**config.mk**
```make
export PLATFORM = sky130hd
export DESIGN_NAME = pc_source_ctrl
export DESIGN_NICKNAME = d
export VERILOG_FILES = /design/src/rtl/pc_ctrl_pkg.sv /design/src/rtl/exc_prio_enc.sv /design/src/rtl/pc_source_ctrl.sv
export SDC_FILE = /design/constraint.sdc
export NUM_CORES = 1
export LEC_CHECK = 0
export CAP_MARGIN = 15
export CORE_UTILIZATION = 25
export CTS_CLUSTER_DIAMETER = 100
export DETAILED_ROUTE_END_ITERATION = 8
export MAX_ROUTING_LAYER = met4
export PLACE_DENSITY = 0.46
export SETUP_SLACK_MARGIN = 0.02
export SYNTH_ARGS = -nofsm -noshare
export SYNTH_HDL_FRONTEND = slang
export SYNTH_SLANG_ARGS = --single-unit
```
**constraint.sdc**
```tcl
create_clock -name clk -period 3.9 [get_ports clk]
set_input_delay 0.39 -clock clk [delete_from_list [all_inputs] [get_ports clk]]
set_output_delay 0.39 -clock clk [all_outputs]
set_load 0.01 [all_outputs]
```
**src/rtl/pc_ctrl_pkg.sv**
```systemverilog
// Shared types and constants for the PC-update sequencer.
//   pcs_sel_t   : PC-source mux select (3 bits, 5..7 unused)
//   pcs_kind_t  : kind of PC update requested by the main control unit
//   exc_cause_t : exception cause, also the vector-address select
//   pcs_state_t : sequencer state
//   VEC_*       : vector memory addresses selected by exc_cause_t
package pc_ctrl_pkg;

   typedef enum logic [2:0] {
      PCS_ALU_RESULT = 3'd0,   // PC+4
      PCS_ALUOUT     = 3'd1,   // branch target
      PCS_JUMP_TGT   = 3'd2,
      PCS_REG_RS     = 3'd3,   // jr
      PCS_EXC_VEC    = 3'd4
   } pcs_sel_t;

   typedef enum logic [1:0] {
      KIND_SEQ    = 2'd0,
      KIND_BRANCH = 2'd1,
      KIND_JUMP   = 2'd2,
      KIND_JR     = 2'd3
   } pcs_kind_t;

   typedef enum logic [1:0] {
      CAUSE_NONE   = 2'd0,
      CAUSE_OPCODE = 2'd1,
      CAUSE_OVF    = 2'd2,
      CAUSE_DIV0   = 2'd3
   } exc_cause_t;

   typedef enum logic [1:0] {
      ST_IDLE     = 2'd0,
      ST_EXC_SAVE = 2'd1,
      ST_EXC_WAIT = 2'd2,
      ST_EXC_LOAD = 2'd3
   } pcs_state_t;

   localparam logic [7:0] VEC_OPCODE = 8'hFD;
   localparam logic [7:0] VEC_OVF    = 8'hFE;
   localparam logic [7:0] VEC_DIV0   = 8'hFF;

   // Vector address for a cause; NONE maps to 0 (no vector fetched).
   function automatic logic [7:0] cause_to_vec(input exc_cause_t cause);
      logic [7:0] addr;
      case (cause)
         CAUSE_OPCODE: addr = VEC_OPCODE;
         CAUSE_OVF:    addr = VEC_OVF;
         CAUSE_DIV0:   addr = VEC_DIV0;
         default:      addr = 8'h00;
      endcase
      return addr;
   endfunction

endpackage

```
**src/rtl/exc_prio_enc.sv**
```systemverilog
// Combinational priority encoder for the three exception flags.
// Priority: invalid opcode > overflow > divide-by-zero.
//   exc_opcode, exc_ovf, exc_div0 : exception flags (inputs)
//   cause                         : highest-priority cause, NONE if no flag
//   any_exc                       : at least one flag set
module exc_prio_enc
   import pc_ctrl_pkg::*;
(
   input  logic       exc_opcode,
   input  logic       exc_ovf,
   input  logic       exc_div0,
   output exc_cause_t cause,
   output logic       any_exc
);

   always_comb begin
      cause = CAUSE_NONE;
      if (exc_opcode) begin
         cause = CAUSE_OPCODE;
      end else if (exc_ovf) begin
         cause = CAUSE_OVF;
      end else if (exc_div0) begin
         cause = CAUSE_DIV0;
      end
   end

   assign any_exc = exc_opcode | exc_ovf | exc_div0;

endmodule

```
**src/rtl/pc_source_ctrl.sv**
```systemverilog
// PC-update sequencer for the multicycle CPU.
// Accepts one PC-update request per instruction, resolves
// exception > jump/jr > branch > sequential, and drives the PC-source
// select, PC write and EPC write. Exceptions run a vector fetch:
// save EPC + read vector, wait MEM_LAT-1 cycles, load PC from vector.
// Ports:
//   clk, reset (async, active low)
//   req_valid/req_ready : request handshake (ready only in IDLE)
//   req_kind, br_ne, zero, exc_* : request contents, sampled at acceptance
//   pc_source, pc_write, epc_write, vec_rd, vec_sel, done : registered outputs
module pc_source_ctrl
   import pc_ctrl_pkg::*;
#(
   parameter int MEM_LAT = 2   // vec_rd to valid vector data, 1..15
)(
   input  logic       clk,
   input  logic       reset,
   input  logic       req_valid,
   output logic       req_ready,
   input  logic [1:0] req_kind,
   input  logic       br_ne,
   input  logic       zero,
   input  logic       exc_opcode,
   input  logic       exc_ovf,
   input  logic       exc_div0,
   output logic [2:0] pc_source,
   output logic       pc_write,
   output logic       epc_write,
   output logic       vec_rd,
   output logic [1:0] vec_sel,
   output logic       done
);

   localparam logic [3:0] LAT_M1 = 4'(MEM_LAT - 1);

   pcs_state_t state_reg;
   logic [3:0] cnt_reg;
   pcs_kind_t  kind;
   exc_cause_t cause;
   logic       any_exc;

   assign kind = pcs_kind_t'(req_kind);

   exc_prio_enc u_prio (
      .exc_opcode (exc_opcode),
      .exc_ovf    (exc_ovf),
      .exc_div0   (exc_div0),
      .cause      (cause),
      .any_exc    (any_exc)
   );

   always_ff @(posedge clk or negedge reset) begin
      if (!reset) begin
         state_reg <= ST_IDLE;
         cnt_reg   <= 4'd0;
         req_ready <= 1'b1;
         pc_source <= PCS_ALU_RESULT;
         pc_write  <= 1'b0;
         epc_write <= 1'b0;
         vec_rd    <= 1'b0;
         vec_sel   <= CAUSE_NONE;
         done      <= 1'b0;
      end else begin
         // Strobes default low so each is a single-cycle pulse.
         pc_write  <= 1'b0;
         epc_write <= 1'b0;
         vec_rd    <= 1'b0;
         done      <= 1'b0;

         case (state_reg)
            ST_IDLE: begin
               vec_sel   <= CAUSE_NONE;
               req_ready <= 1'b1;
               if (req_valid && req_ready) begin
                  if (any_exc) begin
                     // req_kind is irrelevant once an exception is flagged.
                     state_reg <= ST_EXC_SAVE;
                     req_ready <= 1'b0;
                     epc_write <= 1'b1;
                     vec_rd    <= 1'b1;
                     vec_sel   <= cause;
                  end else begin
                     done <= 1'b1;
                     case (kind)
                        KIND_SEQ: begin
                           pc_source <= PCS_ALU_RESULT;
                           pc_write  <= 1'b1;
                        end
                        KIND_BRANCH: begin
                           // beq taken on zero, bne taken on !zero.
                           pc_source <= PCS_ALUOUT;
                           pc_write  <= zero ^ br_ne;
                        end
                        KIND_JUMP: begin
                           pc_source <= PCS_JUMP_TGT;
                           pc_write  <= 1'b1;
                        end
                        default: begin
                           pc_source <= PCS_REG_RS;
                           pc_write  <= 1'b1;
                        end
                     endcase
                  end
               end
            end

            ST_EXC_SAVE: begin
               cnt_reg <= LAT_M1;
               if (MEM_LAT == 1) begin
                  // Vector already valid next cycle: skip the wait state.
                  state_reg <= ST_EXC_LOAD;
                  pc_source <= PCS_EXC_VEC;
                  pc_write  <= 1'b1;
                  done      <= 1'b1;
               end else begin
                  state_reg <= ST_EXC_WAIT;
               end
            end

            ST_EXC_WAIT: begin
               cnt_reg <= cnt_reg - 4'd1;
               // Counter reaches zero on this edge: the load outputs must be
               // registered now so they appear in the EXC_LOAD cycle.
               if (cnt_reg <= 4'd1) begin
                  state_reg <= ST_EXC_LOAD;
                  pc_source <= PCS_EXC_VEC;
                  pc_write  <= 1'b1;
                  done      <= 1'b1;
               end
            end

            ST_EXC_LOAD: begin
               state_reg <= ST_IDLE;
               vec_sel   <= CAUSE_NONE;
               req_ready <= 1'b1;
            end

            default: begin
               state_reg <= ST_IDLE;
               req_ready <= 1'b1;
            end
         endcase
      end
   end

endmodule

```
[After elaboration in Yosys (flattened, before gate mapping)]
Index checks and enable logic that the tools add are counted.
Cells by class
  $add $sub $neg: 1
  $lt $le $gt $ge: 1
  equal/unequal tests: 9
  multiplexer cells: 29
  bitwise logic cells: 3
  reductions and logical operators: 8
Operator list (count)
  $mux W2: 8
  $mux W1: 10
  $mux W3: 3
  $ne A2 B2 Y1 const B: 4
  $pmux W2 S4: 1
  $pmux W4 S2: 1
  $eq A2 B2 Y1 const B: 3
  $pmux W1 S2: 3
  $pmux W2 S3: 1
  $pmux W3 S2: 1
  $reduce_bool A2 Y1: 3
  $eq A2 B1 Y1 const B: 2
  $le A4 B1 Y1 const B: 1
  $logic_not A2 Y1: 2
  $pmux W2 S2: 1
  $reduce_and A4 Y1: 1
  $sub A4 B1 Y4 const B: 1
  $reduce_and A3 Y1: 1
  $or A1 B1 Y1: 2
  $logic_and A1 B1 Y1: 1
  $xor A1 B1 Y1: 1
Word-level totals
  output and inout port bits: 10
  register bits: 15
  bits of input ports: 10

[Longest topological paths before layout]
  word-level depth: 6
  depth in mapped cells: 7
  gate-level depth less buffers: 6

[Hierarchy]
Synthesis repeated with hierarchy kept, for this count alone.
Unflattened totals
  cells, all modules: 74
  area, all modules: 792.0 µm²
By module, submodules not included
  pc_source_ctrl: times used 1, cells an instance 69, area each 765.7 µm², seq. area each 376.6 µm²
  exc_prio_enc: times used 1, cells an instance 5, area each 26.3 µm², seq. area each 0.0 µm²

[Worst setup path after synthesis]
Ideal clock, no wire load.
  path type: input port to flip-flop
  start: input exc_div0
  end: register pc_source[0]
  data arrival time: 1.419 ns
  required time: 3.778 ns
  stages on the path: 4
  path buffers: 0
  slack: 2.360 ns
  library setup time: 0.122 ns
  cell sequence: or3_4 or2_4 a22o_1 a32o_1
On the way
  longest elaborated chain between the ends: 3
RTL lines
  start, declared: line pc_source_ctrl.sv:25  | input logic exc_div0,
  $or A1 B1 Y1: line exc_prio_enc.sv:27  | assign any_exc = exc_opcode | exc_ovf | exc_div0;
  $ne A2 B2 Y1 (no line)
  $reduce_and A4 Y1 (no line)
  end signal, assigned: line pc_source_ctrl.sv:57  | pc_source <= PCS_ALU_RESULT;
  end signal, assigned: line pc_source_ctrl.sv:86  | pc_source <= PCS_ALU_RESULT;
  end signal, assigned: line pc_source_ctrl.sv:91  | pc_source <= PCS_ALUOUT;
  end, declared: line pc_source_ctrl.sv:26  | output logic [2:0] pc_source,
Every way passes these cells.
A chain may end at the register's enable or synchronous reset.

[Worst setup path after layout]
  start: register req_ready
  end: output req_ready
RTL lines
  start, declared: line pc_source_ctrl.sv:19  | output logic req_ready,
  start signal, assigned: line pc_source_ctrl.sv:56  | req_ready <= 1'b1;
  start signal, assigned: line pc_source_ctrl.sv:73  | req_ready <= 1'b1;
  start signal, assigned: line pc_source_ctrl.sv:78  | req_ready <= 1'b0;
No word-level cell between the ends.

==> results by group <==
GRT
  • First-pass GRT wire length: 2830 um
  • Global Route Usage Sum: 0.117
  • Total gr overflow: 0
  • Pin count of the biggest net entering global routing: 16
  • Antenna violations before repair: 0
  • Vias in the first global route: 612

Route
  • Drt drc: 1
  • 1st-iter DRT viols: 11
  • Vias per inst: 4.81
  • Post-Route WL: 1570 um
  • Antenna-violating nets left: 0
  • DR vias: 621
  • WL/cell: 12.2 um
  • First-pass detailed-route iteration total: 7

Placed design
  • Placed cell area: 987 um^2
  • GPL Wtd Cong: 0.756
  • Port bufs: 19

STA
  • Slew headroom: 0.521
  • RSZ-0062 raised after global routing: no
  • Hold Fails Final Rpt: 0
  • Final period utilization: 0.452
  • Max frequency: 567 MHz
  • Post-route setup TNS: 0 ps
  • Worst slew pin tran: 716 ps
  • Layout Skew: 5.53 ps
  • Slew Limit Fails: 0
  • Crit path time final: 1760 ps
  • # setup viols final: 0

Layout
  • Nets: 114
  • Max reg flops: 4
  • Most common cell after layout, fill and taps aside: clkdlybuf4s50_1
  • Register area: 377 um^2
  • Final Cell Area: 1010 um^2
  • Multi-input gate area: 352 um^2
  • Area delta synth->final: 29.8%
  • Commonest non-fill, non-tap cells in the layout: 19 x clkdlybuf4s50_1, 14 x dfrtp_1, 8 x inv_1, 8 x o21ai_0, 7 x nand2_1
  • Filler cell count: 300
  • Share of layout cells above drive strength 1: 0.102
  • Diode count: 0

Yosys
  • Mapped Area: 781 um^2
  • Mapped Avg Cell Area: 10.0 um^2
  • Synth Instances: 78
  • Yosys cell types: 30
  • Area contributors post-synth: dfrtp_1 45%, ha_1 8.0%, o21ai_0 5.1%, inv_1 3.8%, dfstp_2 3.4%
  • Sequential area share after synthesis: 0.482
  • Post-synth ARST share: 1.00
  • Post-synth EDFFs: 0
  • Area leader, netlist: dfrtp_1
  • Synth warn: 0
  • Ys flop type: dfrtp_1
  • Syn nets: 93
  • Post-synth top area share: 0.449
  • Yosys reg bits: 15

Critical path
  • CP peak stage delay: 570 ps
  • Critical Path RT: 3510 ps
  • Worst setup EP type: output pin
  • Critical path arrival: 1370 ps
  • Critical Path Fanout Max: 4
  • CP max-delay cell: dfstp_2
  • Crit path kind: reg2out
  • Crit path cell chain: clkdlybuf4s50_1
  • Crit start category: register
  • Buffer and inverter count on the worst path: 1
  • Cell family with most CP delay: flip-flops

CTS
  • Clock-pin slew on the worst setup and hold paths: 90 ps
  • CTS buffer count: 3
  • Total clock sinks: 15
  • Worst-Skew Late Latency: 280 ps
  • H-tree levels: 1
  • CTS tree: yes
  • # resized after CTS: 0
  • CTS root buffer: clkbuf_4
  • # hold bufs at CTS: 0
  • Post-CTS setup buffer count: 0
  • Longest Clk Path Bufs: 2

Die
  • Die area: 3350 um^2
  • Initial core utilization: 0.274
  • Row count: 19
  • Die width: 57.9 um
  • Core area: 2850 um^2
  • IO Count: 20
  • Chip height: 57.9 um

Run
  • Maxcap violations: 0

Status
  • Failing checks: design-rule violations
  • Outcome: complete, but fails checks

Power
  • Power per cell area: 725 nW/um^2
  • Cell leakage power: 0.000447 uW
  • Worst VDD drop: 0.238 mV

Min path
  • Hold Path Class: reg2reg
[logic make-up after synthesis]
| group | after synthesis | synth area share |
|---|---|---|
| fa+ha+maj | 5 | 0.0801 |
| buf+inv | 11 | 0.0673 |
| compound gates | 20 | 0.173 |
| mux | 1 | 0.0144 |
| xor+xnor | 1 | 0.0112 |
| simple gates | 25 | 0.172 |
| flops | 15 | 0.482 |
[through the flow]
| stage | utilization | hold slack [ps] | std cells | setup WS, ps | total power, uW |
|---|---|---|---|---|---|
| global route | 0.355 | 546 | 129 | 2070 | 812 |
| detailed placement | 0.346 | 494 | 125 | 1850 | 655 |
| floorplan | - | 94.4 | 78 | 2360 | 529 |
| CTS | 0.355 | 515 | 129 | 2110 | 748 |
| global placement | 0.346 | 489 | 125 | 1880 | 653 |
| finish | 0.355 | 509 | 129 | 2140 | 734 |
[cell type report]
| class | count | share of cell area |
|---|---|---|
| inverters | 8 | 0.0296 |
| well taps | 31 | 0.0383 |
| repair buffers | 19 | 0.188 |
| clock buffers | 4 | 0.0259 |
| flip-flops and latches | 15 | 0.372 |
| multi-input cells | 52 | 0.347 |
[cell usage after synthesis (2+ instances only)]
library cell / n
a22o_1: 2
a21oi_1: 2
a32o_1: 2
inv_1: 8
nor2_1: 3
nand3_1: 4
nand2_1: 7
a22oi_1: 2
dfrtp_1: 14
nor3_1: 3
ha_1: 5
o21ai_0: 8
[metal layers]
layer,global-route usage,part of all wire,vias up
met5,-,0,-
met4,0.0612,0.0083,0
met3,0.0268,0.034,2
met2,0.181,0.52,15
met1,0.141,0.44,295
li1,-,-,309
[worst min-delay path: cells and delay by family (launching register included)]
kind             cells  cell delay [ps]
AND/OR/NAND/NOR      1               60
flip-flops           1              360
AO/OA/AOI/OAI        1               60
[power by group]
group / total [uW] / switching, uW / leakage, uW / internal (uW)
combinational: 379 / 192 / 0.000241 / 187
sequential: 265 / 43.1 / 0.000190 / 221
clock: 90.8 / 51.1 / 0.0000150 / 39.7
total: 734 / 287 / 0.000447 / 448
[final timing paths]
kind                                    from         end  slack (ps)  cells after the start
worst max register to register  state_reg[0]    pc_write        2240                      5
min in group asynchronous              reset  cnt_reg[0]         530                      1
worst min-delay path              vec_sel[1]  vec_sel[1]         510                      2
worst max-delay path               req_ready   req_ready        2140                      1
worst min register to register    vec_sel[1]  vec_sel[1]         510                      2
max in group asynchronous              reset      vec_rd        2920                      1
(Power assumes the default switching activity.)
